$ cat src/rtl/lsu_mem_if.sv
// Load/store unit sitting between the multi-cycle core and the data memory.
// Define LSU_MISALIGN_TRAP_EN to flag and suppress misaligned halfword/word accesses.
module lsu_mem_if #(
    parameter int unsigned ADDR_W = 32
) (
    input  logic              clk,
    input  logic              rst,
    input  logic              lsu_start,
    input  logic              lsu_we,
    input  logic [2:0]        lsu_funct3,
    input  logic [ADDR_W-1:0] lsu_addr,
    input  logic [31:0]       lsu_wdata,
    output logic [31:0]       lsu_rdata,
    output logic              lsu_done,
    output logic              lsu_busy,
    output logic              lsu_misalign,
    output logic [ADDR_W-1:0] mem_addr,
    output logic [31:0]       mem_sdata,
    output logic              mem_lenable,
    output logic [3:0]        mem_mask,
    input  logic [31:0]       mem_ldata
);

`ifdef LSU_MISALIGN_TRAP_EN
    localparam bit TRAP_EN = 1'b1;
`else
    localparam bit TRAP_EN = 1'b0;
`endif

    typedef enum logic [1:0] {IDLE, ACCESS, CAPTURE, DONE} state_t;

    state_t     state;
    logic       we_q;
    logic [2:0] f3_q;
    logic       skip_q;
    logic       unsup_q;
    logic       misal_q;

    logic       req_ok;
    logic       req_mis;
    logic       req_skip;

    function automatic logic f3_supported(input logic we, input logic [2:0] f3);
        logic ok;
        if (we) ok = (f3 == 3'b000) || (f3 == 3'b001) || (f3 == 3'b010);
        else    ok = (f3 == 3'b000) || (f3 == 3'b001) || (f3 == 3'b010) ||
                     (f3 == 3'b100) || (f3 == 3'b101);
        return ok;
    endfunction

    // Size lives in funct3[1:0] for both signed and unsigned loads.
    function automatic logic is_misaligned(input logic [2:0] f3, input logic [1:0] a);
        return ((f3[1:0] == 2'b01) && a[0]) || ((f3[1:0] == 2'b10) && (a != 2'b00));
    endfunction

    function automatic logic [3:0] store_mask(input logic [2:0] f3, input logic [1:0] a);
        logic [3:0] m;
        case (f3[1:0])
            2'b00:   m = 4'(4'b0001 << a);
            2'b01:   m = a[1] ? 4'b1100 : 4'b0011;
            default: m = 4'b1111;
        endcase
        return m;
    endfunction

    function automatic logic [31:0] store_data(input logic [2:0] f3, input logic [31:0] w);
        logic [31:0] d;
        case (f3[1:0])
            2'b00:   d = {4{w[7:0]}};
            2'b01:   d = {2{w[15:0]}};
            default: d = w;
        endcase
        return d;
    endfunction

    function automatic logic [31:0] load_extend(input logic [2:0] f3, input logic [1:0] a,
                                                input logic [31:0] d);
        logic [7:0]  b;
        logic [15:0] h;
        logic [31:0] r;
        case (a)
            2'b00:   b = d[7:0];
            2'b01:   b = d[15:8];
            2'b10:   b = d[23:16];
            default: b = d[31:24];
        endcase
        h = a[1] ? d[31:16] : d[15:0];
        case (f3)
            3'b000:  r = {{24{b[7]}}, b};
            3'b001:  r = {{16{h[15]}}, h};
            3'b100:  r = {24'd0, b};
            3'b101:  r = {16'd0, h};
            default: r = d;
        endcase
        return r;
    endfunction

    always_comb begin
        req_ok   = f3_supported(lsu_we, lsu_funct3);
        req_mis  = TRAP_EN && req_ok && is_misaligned(lsu_funct3, lsu_addr[1:0]);
        req_skip = !req_ok || req_mis;
    end

    // Memory strobes are registered at request acceptance so they are live during ACCESS.
    always_ff @(posedge clk) begin
        if (rst) begin
            state        <= IDLE;
            we_q         <= 1'b0;
            f3_q         <= 3'd0;
            skip_q       <= 1'b0;
            unsup_q      <= 1'b0;
            misal_q      <= 1'b0;
            lsu_rdata    <= 32'd0;
            lsu_done     <= 1'b0;
            lsu_busy     <= 1'b0;
            lsu_misalign <= 1'b0;
            mem_addr     <= '0;
            mem_sdata    <= 32'd0;
            mem_lenable  <= 1'b0;
            mem_mask     <= 4'd0;
        end else begin
            case (state)
                IDLE: begin
                    if (lsu_start) begin
                        state       <= ACCESS;
                        lsu_busy    <= 1'b1;
                        we_q        <= lsu_we;
                        f3_q        <= lsu_funct3;
                        unsup_q     <= !req_ok;
                        misal_q     <= req_mis;
                        skip_q      <= req_skip;
                        mem_addr    <= lsu_addr;
                        mem_sdata   <= store_data(lsu_funct3, lsu_wdata);
                        mem_mask    <= (!req_skip && lsu_we) ? store_mask(lsu_funct3, lsu_addr[1:0])
                                                             : 4'd0;
                        mem_lenable <= !req_skip && !lsu_we;
                    end
                end
                ACCESS: begin
                    mem_mask    <= 4'd0;
                    mem_lenable <= 1'b0;
                    if (skip_q) begin
                        state        <= DONE;
                        lsu_done     <= 1'b1;
                        lsu_misalign <= misal_q;
                        if (unsup_q && !we_q) lsu_rdata <= 32'd0;
                    end else if (we_q) begin
                        state    <= DONE;
                        lsu_done <= 1'b1;
                    end else begin
                        state <= CAPTURE;
                    end
                end
                CAPTURE: begin
                    lsu_rdata <= load_extend(f3_q, mem_addr[1:0], mem_ldata);
                    state     <= DONE;
                    lsu_done  <= 1'b1;
                end
                DONE: begin
                    state        <= IDLE;
                    lsu_done     <= 1'b0;
                    lsu_misalign <= 1'b0;
                    lsu_busy     <= 1'b0;
                end
                default: state <= IDLE;
            endcase
        end
    end

endmodule

$ cat config.mk
export PLATFORM = sky130hd
export DESIGN_NAME = lsu_mem_if
export DESIGN_NICKNAME = d
export VERILOG_FILES = /design/src/rtl/lsu_mem_if.sv
export SDC_FILE = /design/constraint.sdc
export NUM_CORES = 1
export LEC_CHECK = 0
export ABC_AREA = 1
export BUFFER_PORTS_ARGS = -buffer_cell sky130_fd_sc_hd__buf_4
export CORE_ASPECT_RATIO = 1.1
export CORE_MARGIN = 5
export CORE_UTILIZATION = 48
export CTS_CLUSTER_SIZE = 14
export DETAILED_ROUTE_END_ITERATION = 6
export HOLD_SLACK_MARGIN = 0.03
export PLACE_DENSITY = 0.84
export SLEW_MARGIN = 20
export SYNTH_ARGS = -nofsm -noshare
export SYNTH_HDL_FRONTEND = slang
export SYNTH_SLANG_ARGS = --single-unit
export TNS_END_PERCENT = 5
$ cat constraint.sdc
create_clock -name clk -period 2.1 [get_ports clk]
set_input_delay 0.315 -clock clk [delete_from_list [all_inputs] [get_ports clk]]
set_output_delay 0.315 -clock clk [all_outputs]
set_load 0.05 [all_outputs]
==> results of run 1 <==
worst min-delay path, cell delays in order:
cell     delay, ps
buf_4           70
o21ai_0         70
nor2_1          70
final cells by class:
class / count / area share [%]
timing repair buffer: 216 / 23.78
clock buffer: 10 / 3.478
inverter: 64 / 3.569
clock inverter: 6 / 0.7830
multi-input combinational: 481 / 33.74
sequential: 110 / 32.05
tap: 143 / 2.604
worst max path at each step:
stage / start / end
floorplan: mem_addr[1]$_SDFFE_PP0P_ / lsu_rdata[25]$_SDFFE_PP0P_
global placement: state[0]$_SDFFE_PP0P_ / mem_sdata[17]$_SDFFE_PP0P_
detailed placement: state[0]$_SDFFE_PP0P_ / mem_sdata[18]$_SDFFE_PP0P_
CTS: state[0]$_SDFFE_PP0P_ / mem_sdata[19]$_SDFFE_PP0P_
global route: state[1]$_SDFFE_PP0P_ / lsu_rdata[31]$_SDFFE_PP0P_
finish: state[0]$_SDFFE_PP0P_ / mem_sdata[19]$_SDFFE_PP0P_
through the flow:
step / hold WS, ps / util [%]
global route: 209.1 / 66.74
global placement: 452.2 / 63.90
floorplan: 457.4 / -
CTS: 203.4 / 66.74
finish: 213.1 / 66.74
detailed placement: 455.6 / 63.90
registers in the layout, indices dropped and copies added (netlist names):
register,flops
mem_sdata,32
we_q,1
f3_q,3
lsu_busy,1
unsup_q,1
state,2
mem_addr,32
mem_lenable,1
lsu_rdata,32
lsu_done,1
mem_mask,4
cell families (layout without fill, tap and decap cells):
group	count (synthesis)	count (layout)	synth area share, %
AND/OR/NAND/NOR	298	298	24.78
AO/OA/AOI/OAI	177	177	20.23
flip-flops	110	110	44.06
buffers and inverters	108	296	9.612
adder cells (fa/ha/maj)	5	5	1.252
other	1	1	0.07502
per-layer routing:
layer,up-vias,GRT usage [%]
li1,2628,-
met1,2296,26.73
met2,185,40.88
met3,15,7.296
met4,0,8.099
met5,-,0
power by group:
| group | leakage (nW) | internal [mW] | total (mW) | switching [mW] |
|---|---|---|---|---|
| Sequential | 0.901 | 2.48 | 2.72 | 0.244 |
| Clock | 0.142 | 0.860 | 1.67 | 0.815 |
| Combinational | 2.19 | 1.14 | 3.77 | 2.64 |
| Total | 3.24 | 4.47 | 8.17 | 3.70 |
layout by cell type, fill, tap and decap left out, types with 7 or more instances in the layout:
| cell | count |
|---|---|
| a22oi_1 | 7 |
| clkbuf_16 | 9 |
| dfxtp_1 | 110 |
| nand3_1 | 24 |
| nand2_2 | 12 |
| o221ai_1 | 8 |
| inv_1 | 61 |
| a21oi_1 | 71 |
| nor2_1 | 108 |
| o21ai_0 | 63 |
| a21oi_2 | 11 |
| o22ai_1 | 8 |
| nand2_1 | 141 |
| buf_4 | 215 |
==> results.md, run 1 <==
* Distinct cells, synth at 36
* Multi-input gate area at 0.002318 sq mm
* Netlist Area Pre-Place at 0.004999 sq mm
* Layout cells sized above 1 at 30.21%
* R2R depth at 6
* Critical path's slowest cell: nor2_2
* Crit path time final at 1819 ps
* Worst reg2reg endpoint: mem_sdata[19]$_SDFFE_PP0P_
* Die area at 0.01256 sq mm
* Setup crit end kind: flip-flop
* VDD IR-drop max at 0.6890 mV
* DR vias at approximately 5100
* Synth area leader: dfxtp_1
* Post-synth EDFFs at 0
* H-tree levels at 3
* Number of hold buffers added after CTS at 0
* Hold Fails Final Rpt at 0
* Worst min-delay path class: in2reg
* TritonCTS buffer count at 9
* Commonest cells in the synthesized netlist: nand2_1, dfxtp_1, nor2_1, a21oi_1, o21ai_0
* Hold Path Sink: mem_addr[13]$_SDFFE_PP0P_
* Clock Tree Buf Depth at 2
* Initial DRT Pass Iterations at 4
* HPWL Detailed at 11120 um
* DRC viols at 0
* Top cell type's share of synthesized area at 44.06%
* Pwr dens at 1189 mW/mm^2
* Setup ws final at 281.2 ps
* Clock sink count at 110
* Most frequent cell after synthesis: nand2_1
* RSZ-0062 raised after global routing: no
* Port Buffers at between 200 and 250
* Async set-reset flop share out of synthesis at 0%
* P_leak at around 3.2 nW
* Pwr Total at 8.168 mW
* Insertion delay to the later sink of the worst-skew pair at 350 ps
* Die W at 107.3 um
* RePlAce Congestion at around 0.86
* Total wire length at 14890 um
* Vias in the first global route at 4692
* Initial core utilization at 48.55%
* Worst Skew at 9.750 ps
* Total GRT Usage at 23.22%
* Highest metal used: met4
* Maximum number of pins on one net before global-route repair at 67
* Routed vias/inst at a little under 5
* Max Clk Rate at about 550 MHz
* Final Cell Area at 0.006872 sq mm
* Io pins at 207
* Synth Warn # at 0
* Pre-CTS setup slack at 312.7 ps
* Syn_nets at 807
* Worst path top cell family by delay: simple AND/OR/NAND/NOR gates
* Max_cap viols at 0
* Die height at around 120 um
* Final Cycle Share at between 80% and 90%
* Sum of buffers and inverters on the critical path at 1
* Post-DP Area at 0.006579 sq mm
* Post-CTS setup buffer count at 0
* Worst reg2reg setup slack at about 280 ps
* Area Overhead vs Synth at 37.47%
* Top FF cell, synth: dfxtp_1
* Max-slew violation count at 0
* Total gr overflow at 0
* CP required at 2380 ps
* Outcome: finished clean
* Core area at 0.01030 sq mm
* Worst Tran Pin Value at 733.5 ps
* Setup violations, final at 0
* First-pass GRT wire length at 23040 um
* Layout Nets at 990
* CP arrival at 2100 ps
* Max stage delay on crit path at around 590 ps
* Root Driver: clkbuf_16
* Routed Antenna Nets at 0
* Antenna violations before repair at 0
* R2R Path Start: state[0]$_SDFFE_PP0P_
* Post-synthesis sequential area ratio at roughly 44%
* #FFs+latches synth at 110
* Setup TNS at 0 ps
* Number of cells on the critical path at 6
* Worst Path Max Fanout at 16
* CP startpoint kind: flip-flop
* WL/cell at 14.46 um
* Cells after synthesis at 699
* Crit-path cells: inv_1, ha_1, nand2_2, nor2_2, o22ai_1, a21oi_1
* Synth area leaders: dfxtp_1, nand2_1, nor2_1
* FILL cells at 904
* Met3 wire len at 1435 um
* Final Non-Filler Cells at 1030
* Worst hold stages at 3
* WL met1 at 5926 um
* Post-CTS resize count at 0
* Met2 WL at approximately 7300 um
* Ant. Diodes at 0
* Placed insts at ~1000
* CTS tree: done
* Drt first-iter violations at 286
* Max transition margin at 51.10%
* Clk pin slew, worst setup/hold paths at 80 ps
* Placement Rows at 39
* Sequential Area at roughly 0.0022 sq mm
* Worst Min Path Start: lsu_addr[13]
* Syn_area_per_cell at roughly 7.2 sq um
* Crit Path Category: reg2reg
Power figures use the tool's default switching activity.
==> run 2: changes to the inputs <==
--- a/config.mk
+++ b/config.mk
@@ -7,7 +7,7 @@
 export LEC_CHECK = 0
 export ABC_AREA = 1
 export BUFFER_PORTS_ARGS = -buffer_cell sky130_fd_sc_hd__buf_4
-export CORE_ASPECT_RATIO = 1.1
+export CORE_ASPECT_RATIO = 1.75
 export CORE_MARGIN = 5
 export CORE_UTILIZATION = 48
 export CTS_CLUSTER_SIZE = 14
==> run 2 against run 1 <==
  * First-iteration DRC count decreased by 25%
  * Non-clock buffer count unchanged
  * Count of clock-buffer cells in the layout unchanged
  * Clock power decreased by 2%
  * Combinational power about the same
  * Fmax decreased by 1.5%
  * Total power decreased by 0.25%
  * Core utilization increased by 0.094 points
  * Critical path type unchanged
==> results.md, run 2 (synthesis results as in run 1) <==
* FILL cells at 900
* VDD IR-drop max at 0.7506 mV
* Setup TNS at 0 ps
* Clock Tree Buf Depth at 2
* Antenna violations before repair at 0
* Crit path time final at 1847 ps
* HPWL Detailed at 12000 um
* H-tree levels at 3
* Die W at 87.14 um
* Number of cells on the critical path at 6
* Hold WS at around 220 ps
* Routed Antenna Nets at 0
* Initial core utilization at 48.82%
* Max_cap viols at 0
* Max transition margin at 46.41%
* Max Clk Rate at 541.4 MHz
* Worst Skew at 9.971 ps
* Pwr Total at 8.148 mW
* Layout Nets at 990
* Die area at 0.01263 sq mm
* CTS tree: done
* Number of hold buffers added after CTS at 0
* DRC viols at 0
* Placement Rows at 49
* Crit-path cells: inv_1, ha_1, nand2_2, nor2_2, o22ai_1, a21oi_1
* Outcome: finished clean
* Placed insts at 998
* Critical path's slowest cell: nor2_2
* Setup violations, final at 0
* RePlAce Congestion at 0.8919
* WL/cell at roughly 15 um
* Root Driver: clkbuf_16
* Area Overhead vs Synth at 36.90%
* Io pins at 207
* CP arrival at around 2100 ps
* Sum of buffers and inverters on the critical path at 1
* Total GRT Usage at about a quarter
* Insertion delay to the later sink of the worst-skew pair at 340 ps
* Clk pin slew, worst setup/hold paths at around 70 ps
* Ant. Diodes at 0
* Most frequent cells in the layout: buf_4, nand2_1, dfxtp_1
* Biggest regs: lsu_rdata x32, mem_addr x32, mem_sdata x32
* Max-slew violation count at 0
* CP startpoint kind: flip-flop
* Most common cell after layout, fill and taps aside: buf_4
* Crit Path Category: reg2reg
* TritonCTS buffer count at 9
* Sequential Area at 0.002202 sq mm
* First-pass GRT wire length at around 25000 um
* Maximum number of pins on one net before global-route repair at 62
* Routed vias/inst at 5.140
* Max stage delay on crit path at about 620 ps
* DR vias at 5212
* R2R depth at 6
* Core area at 0.01024 sq mm
* Layout cells sized above 1 at 30.10%
* Post-CTS setup buffer count at 0
* Drt first-iter violations at 215
* Worst min-delay path class: in2reg
* Final Non-Filler Cells at roughly 1000
* Die height at 145.0 um
* Clock sink count at 110
* Multi-input gate area at between 0.002 and 0.0025 sq mm
* Worst path top cell family by delay: simple AND/OR/NAND/NOR gates
* P_leak at ~3.2 nW
* Hold Fails Final Rpt at 0
* Final Cycle Share at 87.95%
* Worst Path Max Fanout at 16
* Post-CTS resize count at 0
* Port Buffers at 205
* Worst Tran Pin Value at 803.0 ps
* Setup crit end kind: flip-flop
* Vias in the first global route at around 5200
* Pwr dens at 1191 mW/mm^2
* Initial DRT Pass Iterations at 4
* RSZ-0062 raised after global routing: no
* Total wire length at 15660 um
* Total gr overflow at 0
* Worst hold stages at 3
* CP required at about 2400 ps
==> run 2: worst paths after layout <==
check	startpoint	to	slack (ps)
setup reg to reg	state[0]$_SDFFE_PP0P_	mem_sdata[20]$_SDFFE_PP0P_	250
hold / removal	lsu_addr[18]	mem_addr[18]$_SDFFE_PP0P_	220
hold reg to reg	lsu_rdata[8]$_SDFFE_PP0P_	lsu_rdata[8]$_SDFFE_PP0P_	470
setup / recovery	state[0]$_SDFFE_PP0P_	mem_sdata[20]$_SDFFE_PP0P_	250
==> run 2: metal layers <==
| metal | track usage, % | part of all wire [%] | vias to the layer above |
|---|---|---|---|
| li1 | - | - | 2620 |
| met1 | 22.92 | 32 | 2310 |
| met2 | 45.28 | 53 | 230 |
| met3 | 7.884 | 9.3 | 52 |
| met4 | 13.44 | 5.1 | 0 |
| met5 | 0 | 0 | - |
==> run 2: where the power goes <==
part	leakage, nW	internal (mW)	switching, mW
Clock	0.137	0.827	0.801
Sequential	0.901	2.48	0.244
Combinational	2.19	1.13	2.66
Total	3.23	4.44	3.71
==> run 2: area by class of cell <==
cell class	count	share of cell area, %
multi-input cells	481	33.88
inverters	64	3.584
well taps	127	2.322
flip-flops and latches	110	32.18
clock buffers	10	3.346
repair buffers	216	23.88
clock inverters	6	0.8045
==> run 2: worst reg2reg max path, stage by stage (launching register included) <==
cell,delay (ps)
dfxtp_1,340
inv_1,140
ha_1,210
nand2_2,90
nor2_2,620
o22ai_1,200
a21oi_1,170
==> run 2: through the flow <==
stage / area (sq um) / setup WS, ps / util (%)
5_1_grt: 6843 / 88.92 / 66.83
6_report: 6843 / 253.0 / 66.83
3_3_place_gp: 6559 / 401.0 / 64.06
4_1_cts: 6843 / 275.4 / 66.83
2_1_floorplan: 4999 / 440.2 / -
3_5_place_dp: 6559 / 312.6 / 64.06
==> run 3: changes to the inputs <==
--- a/config.mk
+++ b/config.mk
@@ -9,11 +9,14 @@
 export BUFFER_PORTS_ARGS = -buffer_cell sky130_fd_sc_hd__buf_4
 export CORE_ASPECT_RATIO = 1.75
 export CORE_MARGIN = 5
-export CORE_UTILIZATION = 48
+export CORE_UTILIZATION = 50
+export CTS_BUF_LIST = sky130_fd_sc_hd__clkbuf_4 sky130_fd_sc_hd__clkbuf_8
 export CTS_CLUSTER_SIZE = 14
 export DETAILED_ROUTE_END_ITERATION = 6
 export HOLD_SLACK_MARGIN = 0.03
-export PLACE_DENSITY = 0.84
+export PLACE_DENSITY = 0.87
+export REMOVE_ABC_BUFFERS = 1
+export SKIP_LAST_GASP = 1
 export SLEW_MARGIN = 20
 export SYNTH_ARGS = -nofsm -noshare
 export SYNTH_HDL_FRONTEND = slang
==> run 3 against run 2 <==
  * Routed wire length fell by 3.7%
  * Non-clock buffer count is 2 higher
  * Critical path depth rose by 2
  * Die area down 3.6%
  * Clock skew decreased by 0.96 ps
  * Final cell count stayed put
  * Via count decreased by 0.31%
  * Total power decreased by 3.6%
  * Final area fell by 1.0%
  * First-iteration DRC count rose by 8.4%
  * Largest power group unchanged
==> results.md, run 3 (synthesis results as in run 1) <==
* Drt first-iter violations at 233
* Max stage delay on crit path at 380 ps
* Total wire length at roughly 15000 um
* Most common cell after layout, fill and taps aside: buf_4
* Routed vias/inst at 5.124
* Hold Path Sink: mem_addr[30]$_SDFFE_PP0P_
* Die height at 142.3 um
* Final Cycle Share at between 80 and 90%
* Setup TNS at 0 ps
* Port Buffers at 205
* Worst Path Max Fanout at 42
* HPWL Detailed at 11300 um
* P_leak at between 3 and 4 nW
* Crit Path Category: reg2reg
* Final Non-Filler Cells at 1014
* Worst hold stages at 3
* Critical path's slowest cell: buf_4
* Worst path most repeated cell: inv_1
* Post-DP Area at 0.006559 sq mm
* CTS tree: done
* CP arrival at 2050 ps
* Total gr overflow at 0
* R2R Path Start: state[0]$_SDFFE_PP0P_
* Placed insts at 998
* TritonCTS buffer count at 9
* Area Overhead vs Synth at 35.49%
* Clk pin slew, worst setup/hold paths at ~100 ps
* Worst Tran Pin Value at 719.9 ps
* Sequential Area at 0.002202 sq mm
* Worst reg2reg endpoint: mem_sdata[11]$_SDFFE_PP0P_
* FILL cells at between 800 and 900
* Routed Antenna Nets at 0
* Crit path time final at ~1800 ps
* Worst min-delay path class: in2reg
* Post-CTS resize count at 0
* Total GRT Usage at 24.19%
* Io pins at 207
* Die W at 85.58 um
* Number of hold buffers added after CTS at 0
* Setup crit end kind: flip-flop
* Most frequent cells in the layout: buf_4, nand2_1, dfxtp_1
* Biggest regs: lsu_rdata x32, mem_addr x32, mem_sdata x32
* CP required at between 2000 and 2500 ps
* Max_cap viols at 0
* Maximum number of pins on one net before global-route repair at between 60 and 70
* DR vias at 5196
* Max-slew violation count at 0
* Worst Skew at 9.009 ps
* Final Cell Area at 0.006773 sq mm
* Placement Rows at 48
* Max Clk Rate at 561.7 MHz
* CP startpoint kind: flip-flop
* Pwr dens at 1159 mW/mm^2
* Clock Tree Buf Depth at 2
* VDD IR-drop max at ~0.84 mV
* Multi-input gate area at 0.002318 sq mm
* Worst reg2reg setup slack at 320 ps
* Initial DRT Pass Iterations at 7
* Post-CTS setup buffer count at 0
* First-pass GRT wire length at 23630 um
* DRC viols at 0
* Clock sink count at between 100 and 150
* Core area at 0.009849 sq mm
* Layout cells sized above 1 at 30.37%
* Setup violations, final at 0
* Worst Min Path Start: lsu_addr[30]
* Finished Core Util at 68.76%
* Layout Nets at 992
* Antenna violations before repair at 0
* Root Driver: clkbuf_8
* Die area at 0.01218 sq mm
* Max transition margin at 52.01%
* Outcome: finished clean
* RSZ-0062 raised after global routing: no
* WL/cell at roughly 15 um
* R2R depth at 8
* Ant. Diodes at 0
* H-tree levels at 3
* RePlAce Congestion at 0.8800
* Vias in the first global route at 5018
* Crit-path cells: inv_1, ha_1, nand2_2, inv_2, buf_4, nand2_1, o221ai_1, inv_1
* Initial core utilization at 50.75%
* Hold Fails Final Rpt at 0
* Insertion delay to the later sink of the worst-skew pair at 370 ps
## run 3: per-layer routing
metal  vias to the layer above  part of all wire (%)  track usage (%)  routed length, um
li1                       2619                     -                -                  -
met4                         0                   4.9            13.26                742
met3                        44                   9.2            7.184               1389
met2                       239                    51            42.95               7678
met5                         -                     0                0                  0
met1                      2294                    35            25.10               5266
## run 3: worst max-delay path by stage
stage / from / endpoint / cells after the start
floorplan: state[0]$_SDFFE_PP0P_ / mem_lenable$_SDFFE_PP0P_ / 7
global placement: state[0]$_SDFFE_PP0P_ / mem_sdata[9]$_SDFFE_PP0P_ / 8
detailed placement: state[0]$_SDFFE_PP0P_ / mem_sdata[18]$_SDFFE_PP0P_ / 6
CTS: state[0]$_SDFFE_PP0P_ / mem_sdata[11]$_SDFFE_PP0P_ / 8
global route: state[1]$_SDFFE_PP0P_ / lsu_rdata[5]$_SDFFE_PP0P_ / 9
finish: state[0]$_SDFFE_PP0P_ / mem_sdata[11]$_SDFFE_PP0P_ / 8
## run 3: final cells by class
class / count / share of cell area [%]
sequential: 110 / 32.51
timing repair buffer: 218 / 24.16
multi-input combinational: 481 / 34.23
clock inverter: 4 / 0.8129
inverter: 64 / 3.621
clock buffer: 12 / 2.346
tap: 125 / 2.309
## run 3: metrics by stage
stage | worst slack (ps) | power [mW] | hold WS, ps
2_1_floorplan | -914.9 | 5.297 | 377.4
5_1_grt | 139.0 | 8.323 | 179.5
6_report | 319.6 | 7.852 | 186.7
4_1_cts | 303.3 | 7.918 | 169.3
3_5_place_dp | 354.6 | 6.552 | 456.4
3_3_place_gp | 440.2 | 6.504 | 452.1
## run 3: critical path: cells and delay by family (launching register included)
kind | cells | cell delay [ps]
adder cells (fa/ha/maj) | 1 | 200
AO/OA/AOI/OAI | 1 | 200
AND/OR/NAND/NOR | 2 | 230
buffers and inverters | 4 | 690
flip-flops | 1 | 350
## run 3: power breakdown
group,switching [mW],internal [mW]
Combinational,2.67,1.13
Clock,0.705,0.635
Sequential,0.230,2.48
Total,3.61,4.24
